File: config.mk
export PLATFORM = sky130hd
export DESIGN_NAME = if_stage
export DESIGN_NICKNAME = d
export VERILOG_FILES = /design/src/rtl/rv32_pkg.sv /design/src/rtl/if_stage.sv
export SDC_FILE = /design/constraint.sdc
export NUM_CORES = 1
export LEC_CHECK = 0
export CORE_ASPECT_RATIO = 0.6
export CORE_MARGIN = 4
export CORE_UTILIZATION = 35
export CTS_BUF_LIST = sky130_fd_sc_hd__clkbuf_4
export DETAILED_ROUTE_END_ITERATION = 7
export GPL_TIMING_DRIVEN = 1
export PLACE_DENSITY = 0.67
export SLEW_MARGIN = 20
export SYNTH_ARGS = -nofsm -noshare
export SYNTH_HDL_FRONTEND = slang
export SYNTH_SLANG_ARGS = --single-unit
File: constraint.sdc
create_clock -name clk_i -period 2.8 [get_ports clk_i]
set_clock_uncertainty 0.15 [all_clocks]
set_input_delay 0.56 -clock clk_i [delete_from_list [all_inputs] [get_ports clk_i]]
set_output_delay 0.56 -clock clk_i [all_outputs]
set_load 0.01 [all_outputs]
File: src/rtl/rv32_pkg.sv
// Shared rv32 pipeline types and constants.
//   fetch_state_e        : instruction-fetch FSM states
//   PC_INC               : sequential PC step (no compressed instructions)
//   if_id_pipeline_reg_t : IF/ID pipeline register {pc, instr, valid}
//   align_pc()           : clears bits [1:0] of an address
package rv32_pkg;

    typedef enum logic [1:0] {
        S_REQ  = 2'd0,
        S_WAIT = 2'd1,
        S_HOLD = 2'd2
    } fetch_state_e;

    localparam logic [31:0] PC_INC = 32'd4;

    typedef struct packed {
        logic [31:0] pc;
        logic [31:0] instr;
        logic        valid;
    } if_id_pipeline_reg_t;

    function automatic logic [31:0] align_pc(input logic [31:0] addr);
        return {addr[31:2], 2'b00};
    endfunction

endpackage

File: src/rtl/if_stage.sv
// Instruction-fetch stage of the rv32 five-stage pipeline.
// Owns the PC, issues one imem request at a time over req/gnt/rvalid and
// loads fetched words into the IF/ID register. Honours stall/flush from the
// hazard unit and redirects from EX; responses made stale by a redirect are
// consumed and dropped.
//
// Ports:
//   clk_i, rst_ni        : clock, synchronous active-low reset
//   stall_i              : hold if_id_o
//   flush_i              : bubble if_id_o when not stalled
//   redirect_i           : taken branch/jump
//   redirect_pc_i        : redirect target (bits [1:0] ignored)
//   imem_req_o/addr_o    : fetch request and address (addr = pc_q)
//   imem_gnt_i           : request accepted this cycle
//   imem_rvalid_i/rdata_i: response valid and instruction word
//   if_id_o              : registered {pc, instr, valid} to id_stage
module if_stage
    import rv32_pkg::*;
#(
    parameter logic [31:0] BOOT_ADDR = 32'h0000_0000
) (
    input  logic                clk_i,
    input  logic                rst_ni,
    input  logic                stall_i,
    input  logic                flush_i,
    input  logic                redirect_i,
    input  logic [31:0]         redirect_pc_i,
    output logic                imem_req_o,
    output logic [31:0]         imem_addr_o,
    input  logic                imem_gnt_i,
    input  logic                imem_rvalid_i,
    input  logic [31:0]         imem_rdata_i,
    output if_id_pipeline_reg_t if_id_o
);

    fetch_state_e        state_q, state_d;
    logic [31:0]         pc_q, pc_d;
    logic [31:0]         req_pc_q, req_pc_d;
    logic [31:0]         buf_instr_q, buf_instr_d;
    logic                discard_q, discard_d;
    if_id_pipeline_reg_t if_id_q, if_id_d;

    logic                deliver;
    logic [31:0]         deliver_instr;
    logic [31:0]         target_pc;

    assign target_pc   = align_pc(redirect_pc_i);
    assign imem_addr_o = pc_q;
    assign if_id_o     = if_id_q;

    // Fetch FSM, PC and one-word buffer.
    always_comb begin
        state_d       = state_q;
        pc_d          = pc_q;
        req_pc_d      = req_pc_q;
        buf_instr_d   = buf_instr_q;
        discard_d     = discard_q;
        deliver       = 1'b0;
        deliver_instr = buf_instr_q;
        imem_req_o    = 1'b0;

        unique case (state_q)
            S_REQ: begin
                // rvalid here can only be left over from before reset; ignore it.
                if (redirect_i) begin
                    pc_d = target_pc;
                end else begin
                    imem_req_o = 1'b1;
                    if (imem_gnt_i) begin
                        req_pc_d = pc_q;
                        pc_d     = pc_q + PC_INC;
                        state_d  = S_WAIT;
                    end
                end
            end

            S_WAIT: begin
                if (redirect_i) begin
                    pc_d = target_pc;
                end
                if (imem_rvalid_i) begin
                    if (discard_q || redirect_i) begin
                        discard_d = 1'b0;
                        state_d   = S_REQ;
                    end else if (!stall_i) begin
                        deliver       = 1'b1;
                        deliver_instr = imem_rdata_i;
                        state_d       = S_REQ;
                    end else begin
                        buf_instr_d = imem_rdata_i;
                        state_d     = S_HOLD;
                    end
                end else if (redirect_i) begin
                    // The in-flight response now belongs to the old path.
                    discard_d = 1'b1;
                end
            end

            S_HOLD: begin
                if (redirect_i) begin
                    pc_d    = target_pc;
                    state_d = S_REQ;
                end else if (!stall_i) begin
                    deliver       = 1'b1;
                    deliver_instr = buf_instr_q;
                    state_d       = S_REQ;
                end
            end

            default: begin
                state_d = S_REQ;
            end
        endcase

        if (!rst_ni) begin
            imem_req_o = 1'b0;
        end
    end

    // IF/ID register: stall holds, flush bubbles, else load or bubble.
    always_comb begin
        if_id_d = '0;
        if (stall_i) begin
            if_id_d = if_id_q;
        end else if (flush_i) begin
            if_id_d = '0;
        end else if (deliver) begin
            if_id_d.pc    = req_pc_q;
            if_id_d.instr = deliver_instr;
            if_id_d.valid = 1'b1;
        end
    end

    always_ff @(posedge clk_i) begin
        if (!rst_ni) begin
            state_q     <= S_REQ;
            pc_q        <= BOOT_ADDR;
            req_pc_q    <= '0;
            buf_instr_q <= '0;
            discard_q   <= 1'b0;
            if_id_q     <= '0;
        end else begin
            state_q     <= state_d;
            pc_q        <= pc_d;
            req_pc_q    <= req_pc_d;
            buf_instr_q <= buf_instr_d;
            discard_q   <= discard_d;
            if_id_q     <= if_id_d;
        end
    end

endmodule

[After elaboration in Yosys (flattened, before gate mapping)]
Cells that the tools add are included.
Storage, ports and cells
  register bits after elaboration: 164
  input port bits: 71
  output and inout bits: 98
Cells by class
  reduce and logical (&&, ||, !) cells: 10
  bitwise operators: 2
  equality and inequality tests: 9
  multiplexer cells: 28
  $add $sub $neg: 1
Operators by type and width (count)
  $mux 32: 6
  $mux 65: 2
  $pmux 32 s2: 1
  $add 32x3->32 const B: 1
  $mux 2: 7
  $mux 1: 10
  $reduce_and 3->1: 3
  $reduce_and 4->1: 2
  $ne 2x2->1 const B: 3
  $ne 3x3->1 const B: 2
  $pmux 2 s3: 1
  $ne 2x1->1 const B: 2
  $reduce_bool 2->1: 2
  $eq 2x1->1 const B: 1
  $eq 2x2->1 const B: 1
  $logic_not 2->1: 1
  $not 1->1: 2
  $pmux 1 s2: 1
  $reduce_or 2->1: 1
  $logic_or 1x1->1: 1

[Depth between registers and ports, before layout]
Gate-level depths: netlist of run 1.
  depth after elaboration: 6
  gate-level depth with buffers: 9
  mapped depth without buffers: 7

[Worst setup path before layout of run 1]
No wires, ideal clock.
  path kind: register to register
  start point: reg pc_q[2], in the netlist imem_addr_o[2]
  end point: reg pc_q[26], in the netlist imem_addr_o[26]
  setup time: 143 ps
  buffers on the path: 0
  stages on the path, launching flop included: 7
  data required time: 2507 ps
  data arrival time: 1993 ps
  setup slack: 514 ps
  clock period less this slack: 2286 ps
  cell sequence: dfxtp_1 -> ha_1 -> nand3_4 -> or4_4 -> or3_2 -> nor2_1 -> a311oi_1
Between the ends
  longest elaborated chain between the ends: 4
RTL lines
  start, declared: RTL line if_stage.sv:37  | logic [31:0] pc_q, pc_d;
  start signal, assigned: RTL line if_stage.sv:144  | pc_q <= pc_d;
  $add 32x3->32: RTL line if_stage.sv:71  | pc_d = pc_q + PC_INC;
  $mux 32: RTL line if_stage.sv:69  | if (imem_gnt_i) begin
  $mux 32: RTL line if_stage.sv:65  | if (redirect_i) begin
  $pmux 32 s2: RTL line if_stage.sv:62  | unique case (state_q)
Every way passes these cells. The select of a mux whose other input is x is not followed.
A chain may end at the register's enable or synchronous reset.

[Final worst setup path of run 1]
  start point: reg state_q[0]
  end point: reg pc_q[29], in the netlist imem_addr_o[29]
Between the ends
  longest elaborated chain between the ends: 4
RTL lines
  start, declared: RTL line if_stage.sv:36  | fetch_state_e state_q, state_d;
  start signal, assigned: RTL line if_stage.sv:143  | state_q <= state_d;
  $eq 2x2->1 / $eq 2x1->1 (equally long branches): RTL line if_stage.sv:62
  $reduce_or 2->1 (no source line)
  $ne 2x1->1 (no source line) / $reduce_bool 2->1 (equally long branches)
  $reduce_and 3->1 (no source line)
Several ways; a longest one is shown, not always the timed one.

==> results of run 1 <==
[through the flow]
step | setup WS (ns) | cells | setup TNS, ns | total power [mW]
after detailed placement | -0.005964 | 1157 | -0.005964 | 3.351
after CTS | 0.2177 | 1189 | 0 | 4.805
after global routing | 0.08058 | 1189 | 0 | 4.995
after global placement | 0.06221 | 1157 | 0 | 3.339
final | 0.1954 | 1189 | 0 | 4.765
after floorplan | 0.5142 | 775 | 0 | 2.896
[power by group through the flow]
| stage | sequential (mW) | combinational [mW] | clock (mW) |
|---|---|---|---|
| 2_1_floorplan | 2.51 | 0.385 | 0 |
| 3_3_place_gp | 2.51 | 0.831 | 0 |
| 3_5_place_dp | 2.51 | 0.839 | 0 |
| 4_1_cts | 2.46 | 0.843 | 1.50 |
| 5_1_grt | 2.48 | 0.918 | 1.59 |
| 6_report | 2.47 | 0.848 | 1.45 |
[timing repair]
item                                   CTS  global route
gates resized for setup                  3             0
setup buffers                            0             0
endpoints found under the hold margin    0             0
setup endpoints to repair                1             0
[registers in the layout, indices dropped and copies added, names as in the netlist]
signal / cells
req_pc_q: 30
state_q: 2
if_id_o: 64
buf_instr_q: 32
imem_addr_o: 30
discard_q: 1
[cell type report]
class / instances / area share
multi-input cells: 552 / 0.3505
repair buffers: 199 / 0.2231
clock buffers: 17 / 0.01430
well taps: 240 / 0.03365
flip-flops and latches: 159 / 0.3567
inverters: 7 / 0.002944
clock inverters: 15 / 0.01879
[worst reg2reg max path: stages, from the launching register on]
cell and delay [ns]:
dfxtp_1 0.39, inv_1 0.09, ha_1 0.25, nor2b_4 0.15, buf_4 0.14, a221oi_2 0.48
nand2_1 0.35, o211a_1 0.20, o31a_1 0.28
[routing by layer]
metal / GRT usage / wire (um) / vias to the layer above / part of all wire
met3: 0.06023 / 2050 / 14 / 0.099
li1: - / - / 3065 / -
met5: 0 / 0 / - / 0
met1: 0.3024 / 10220 / 2945 / 0.49
met2: 0.2688 / 8320 / 263 / 0.40
met4: 0.03519 / 131 / 0 / 0.0063
[worst paths after layout]
path | start | end | cells after the start
setup / recovery | state_q[0] | imem_addr_o[29] | 8
hold / removal | if_id_o[0] | if_id_o[0] | 2
setup reg to reg | state_q[0] | imem_addr_o[29] | 8
hold reg to reg | if_id_o[0] | if_id_o[0] | 2
[logic make-up after synthesis]
family                   Yosys count  synth area share
buffers and inverters             64           0.03953
multiplexers                      34           0.05213
AND/OR/NAND/NOR                  289            0.1982
flip-flops                       159            0.4858
adder cells (fa/ha/maj)            5          0.009547
other                              1         0.0005723
AO/OA/AOI/OAI                    222            0.2142
[cells in the mapped netlist (6+ instances only)]
master and number:
clkbuf_1 45, inv_1 7, buf_2 6, a211oi_1 6, a22o_1 30, or3_1 6, nand4_1 7, and3_1 9
o21ai_0 53, nor4_1 8, dfxtp_1 159, nor2_1 27, nand3_1 10, a21oi_1 86, nand2_1 187, and2_1 10
nor3_1 6, a311oi_1 10, mux2i_1 33
==> results.toml, run 1 <==
[cells_and_area]
nNetsFinal = 1012
fin_area_um2 = 8924
diodes = 0
fill_cells = 1757
syn_to_final_growth_pct = 36.18
layout_common_cells = "nand2_1 (187), clkdlybuf4s50_1 (163), dfxtp_1 (159), a21oi_1 (86), o21ai_0 (52)"
register_area_um2 = 3183
multiInputGateArea_um2 = 3128
layout_commonest_cell = "nand2_1"
drive_gt1_frac = 0.08641
post-route-util = 0.4900

[logic_synthesis]
netlist_area_um2 = 6553
yosys_most_used_dff = "dfxtp_1"
synthArstFlopShare = 0
synth_warnings = 0
syn_area_per_cell_um2 = 8.466
ys_seq_area_frac = 0.4858
synthTopCellsByArea = "dfxtp_1 (49%), nand2_1 (11%), a21oi_1 (6.6%)"
synth_top_area_cell = "dfxtp_1"
synth-seq-cells = 159
ys_types = 59
synth_cells = 774
synth_edf_count = 0
netlist.area_leader.share = 0.4858

[timing]
fmax_mhz = 383.9
final-setup-viol-count = 0
finalCritPeriodShare = 0.9302
hold_slack_ns = 0.3053
drv_slew = 0
slew_headroom = 0.6283
rsz0062_at_grt = "no"
worstMarginPinSlew_ns = 0.5555
hold_violations = 0
period_needed_ns = 2.605

[setup_path]
r2r_slack_ns = 0.20
worstPathCellList = "inv_1 > ha_1 > nor2b_4 > buf_4 > a221oi_2 > nand2_1 > o211a_1 > o31a_1"
max_stage_delay_ns = 0.48
start_kind = "register"
crit_arrival_ns = 2.87
required_ns = 3.07
critPathKind = "reg2reg"
cp_max_fo = 7
cp-end-kind = "register"
crit_buf_inv = 2
cp_top_family = "compound AO/OA/AOI/OAI gates"
crit_path_top_delay_cell = "a221oi_2"

[power_and_ir_drop]
powerDensity_nw_per_um2 = 533.9
power_frac_comb = 0.178
p_int_mw = 3.246
p_clk_frac = 0.304
power_switching_mw = 1.519
switching_share = 0.3187
p_leak_nw = 3.060
vdd_ir_drop_max_uv = 262.1
seq_power_share = 0.518

[global_route]
grt.overflow.total = 0
antenna_found_initial = 0
grt_usage = 0.1959
grt_max_degree = 83
grt_pass1_wl_um = 32680
first_global_vias = 5875

[run_status]
outcome = "complete, no violations"

[floorplan]
dieWidth_um = 184.6
start_util = 0.3598
die_area_um2 = 21050
rows = 38
die_h_um = 114.0
io_pins = 169
core_um2 = 18210

[clock_tree]
htree_num_levels = 4
cts-hold-fix-buffers = 0
root_buffer = "clkbuf_4"
cts_tree = "yes"
clock_latency_ns = 0.56
clkTransAtPathRegs_ns = 0.16
clockBufferDepth = 2
numCtsBuffers = 17
cts.sink_count = 159

[placed_design]
port_buffers = 164
placed_area_um2 = 8622
gp_congestion = 0.8929
dp.final_hpwl_um = 14790

[detailed_routing]
drt_iter0_drc = 491
drc = 0
drtAntennaViolNets = 0
wirelength_um = 20720
firstDrtPassIters = 6
vias_per_cell = 5.288
dr_total_vias = 6287
wl_per_cell_um = 17.43

[hold_path]
min_path_type = "reg2reg"

[flow_run]
maxCapViolations = 0
Power figures use the tool's default switching activity.
==> run 2: changes to the inputs <==
--- a/config.mk
+++ b/config.mk
@@ -8,7 +8,6 @@
 export CORE_ASPECT_RATIO = 0.6
 export CORE_MARGIN = 4
 export CORE_UTILIZATION = 35
-export CTS_BUF_LIST = sky130_fd_sc_hd__clkbuf_4
 export DETAILED_ROUTE_END_ITERATION = 7
 export GPL_TIMING_DRIVEN = 1
 export PLACE_DENSITY = 0.67
==> run 2 against run 1 <==
- global-route usage is 0.062 points higher
- worst hold slack worse by 0.013 ns
- wire length rose by 0.17%
- worst setup slack got worse by 0.028 ns
- highest routed layer unchanged
==> results.toml, run 2 (same netlist as run 1, synthesis figures left out) <==
[floorplan]
die_area_um2 = 21050
rows = 38
start_util = 0.3598
core_um2 = 18210
io_pins = 169
dieWidth_um = 184.6
die_h_um = 114.0

[timing]
final-setup-viol-count = 0
fmax_mhz = 379.8
period_needed_ns = 2.633
finalCritPeriodShare = 0.9404
drv_slew = 0
hold_slack_ns = 0.2926
slew_headroom = 0.6306
rsz0062_at_grt = "no"
finalSetupTns_ns = 0
setup_slack_ns = 0.1669
worstMarginPinSlew_ns = 0.5521
hold_violations = 0

[detailed_routing]
dr_total_vias = 6255
wirelength_um = 20760
vias_per_cell = 5.261
drc = 0
drt_iter0_drc = 511
firstDrtPassIters = 7
drtAntennaViolNets = 0
wl_per_cell_um = 17.46

[power_and_ir_drop]
switching_share = 0.2861
power_switching_mw = 1.625
p_int_mw = 4.055
vdd_ir_drop_max_uv = 417.1
power_frac_comb = 0.149
p_leak_nw = 3.187
powerDensity_nw_per_um2 = 615.6
power_mw = 5.680
seq_power_share = 0.434
p_clk_frac = 0.418

[global_route]
antenna_found_initial = 0
grt_pass1_wl_um = 32750
first_global_vias = 5860
grt_usage = 0.1965
grt_max_degree = 83
grt.overflow.total = 0

[clock_tree]
cts-hold-fix-buffers = 0
htree_num_levels = 4
clockBufferDepth = 2
root_buffer = "clkbuf_16"
numCtsBuffers = 17
clkTransAtPathRegs_ns = 0.07
clock_latency_ns = 0.42
cts_tree = "yes"
cts.sink_count = 159

[cells_and_area]
fill_cells = 1718
layout_common_cells = "nand2_1 (187), clkdlybuf4s50_1 (164), dfxtp_1 (159), a21oi_1 (86), o21ai_0 (52)"
diodes = 0
stdcell_count = 1189
largest_reg_flops = 64
nNetsFinal = 1012
drive_gt1_frac = 0.08746
layout_commonest_cell = "nand2_1"
syn_to_final_growth_pct = 40.82
post-route-util = 0.5067
fin_area_um2 = 9228

[placed_design]
port_buffers = 164
placed_area_um2 = 8622
placedCellCount = 1157
dp.final_hpwl_um = 14790
dpl_worst_slack_ns = -0.005964
gp_congestion = 0.8929

[setup_path]
required_ns = 2.09
max_stage_delay_ns = 0.54
crit_buf_inv = 2
crit_arrival_ns = 1.92
worstPathCellList = "inv_1 > ha_1 > nor2b_2 > and2_1 > clkdlybuf4s50_1"
start_kind = "register"
crit_path_top_delay_cell = "clkdlybuf4s50_1"
cp_max_fo = 3
cp-end-kind = "output pin"
critPathKind = "reg2out"
cp_top_family = "buffers and inverters"

[hold_path]
min_path_type = "reg2reg"

[run_status]
outcome = "complete, no violations"

[flow_run]
maxCapViolations = 0
run 2: changes by cell type in the layout (fill, tap and decap cells not counted):
cell / delta
nor2b_2: +1
clkbuf_8: +1
clkbuf_4: -17
clkinv_1: -1
dlygate4sd2_1: -1
clkbuf_16: +17
clkdlybuf4s50_1: +1
nor2b_4: -1
run 2: final timing paths:
kind | endpoint | slack [ns] | cells after the start | start
worst max-delay path | imem_req_o | 0.17 | 5 | state_q[0]
worst min-delay path | if_id_o[0] | 0.29 | 2 | if_id_o[0]
worst max register to register | imem_addr_o[29] | 0.26 | 8 | state_q[0]
worst min register to register | if_id_o[0] | 0.29 | 2 | if_id_o[0]
run 2: final cells by class:
cell class | instances | area, um2 | area share
timing repair buffer | 199 | 1992 | 0.2159
tap | 240 | 300.3 | 0.03254
inverter | 7 | 26.28 | 0.002847
clock inverter | 14 | 163.9 | 0.01776
multi-input combinational | 552 | 3123 | 0.3384
sequential | 159 | 3183 | 0.3449
clock buffer | 18 | 439.2 | 0.04759
run 2: what timing repair did:
item / in CTS / in global routing
resized for setup: 0 / 1
endpoints found under the hold margin: 0 / 0
setup buffers: 0 / 0
endpoints found under the setup margin: 0 / 1
run 2: metal layers:
| layer | vias up | part of all wire | track usage |
|---|---|---|---|
| li1 | 3067 | - | - |
| met1 | 2936 | 0.50 | 0.3040 |
| met2 | 247 | 0.40 | 0.2678 |
| met3 | 5 | 0.093 | 0.06597 |
| met4 | 0 | 0.0013 | 0.02884 |
| met5 | - | 0 | 0 |
run 2: worst min-delay path: cells and delay by family (launching register included):
family | cells | cell delay (ns)
flops | 1 | 0.31
simple gates | 2 | 0.09
run 2: power by group through the flow:
stage	registers [mW]	clock network [mW]	logic, mW
final	2.46	2.37	0.845
after global routing	2.48	2.53	0.916
after CTS	2.46	2.42	0.841
after detailed placement	2.51	0	0.839
after global placement	2.51	0	0.831
after floorplan	2.51	0	0.385
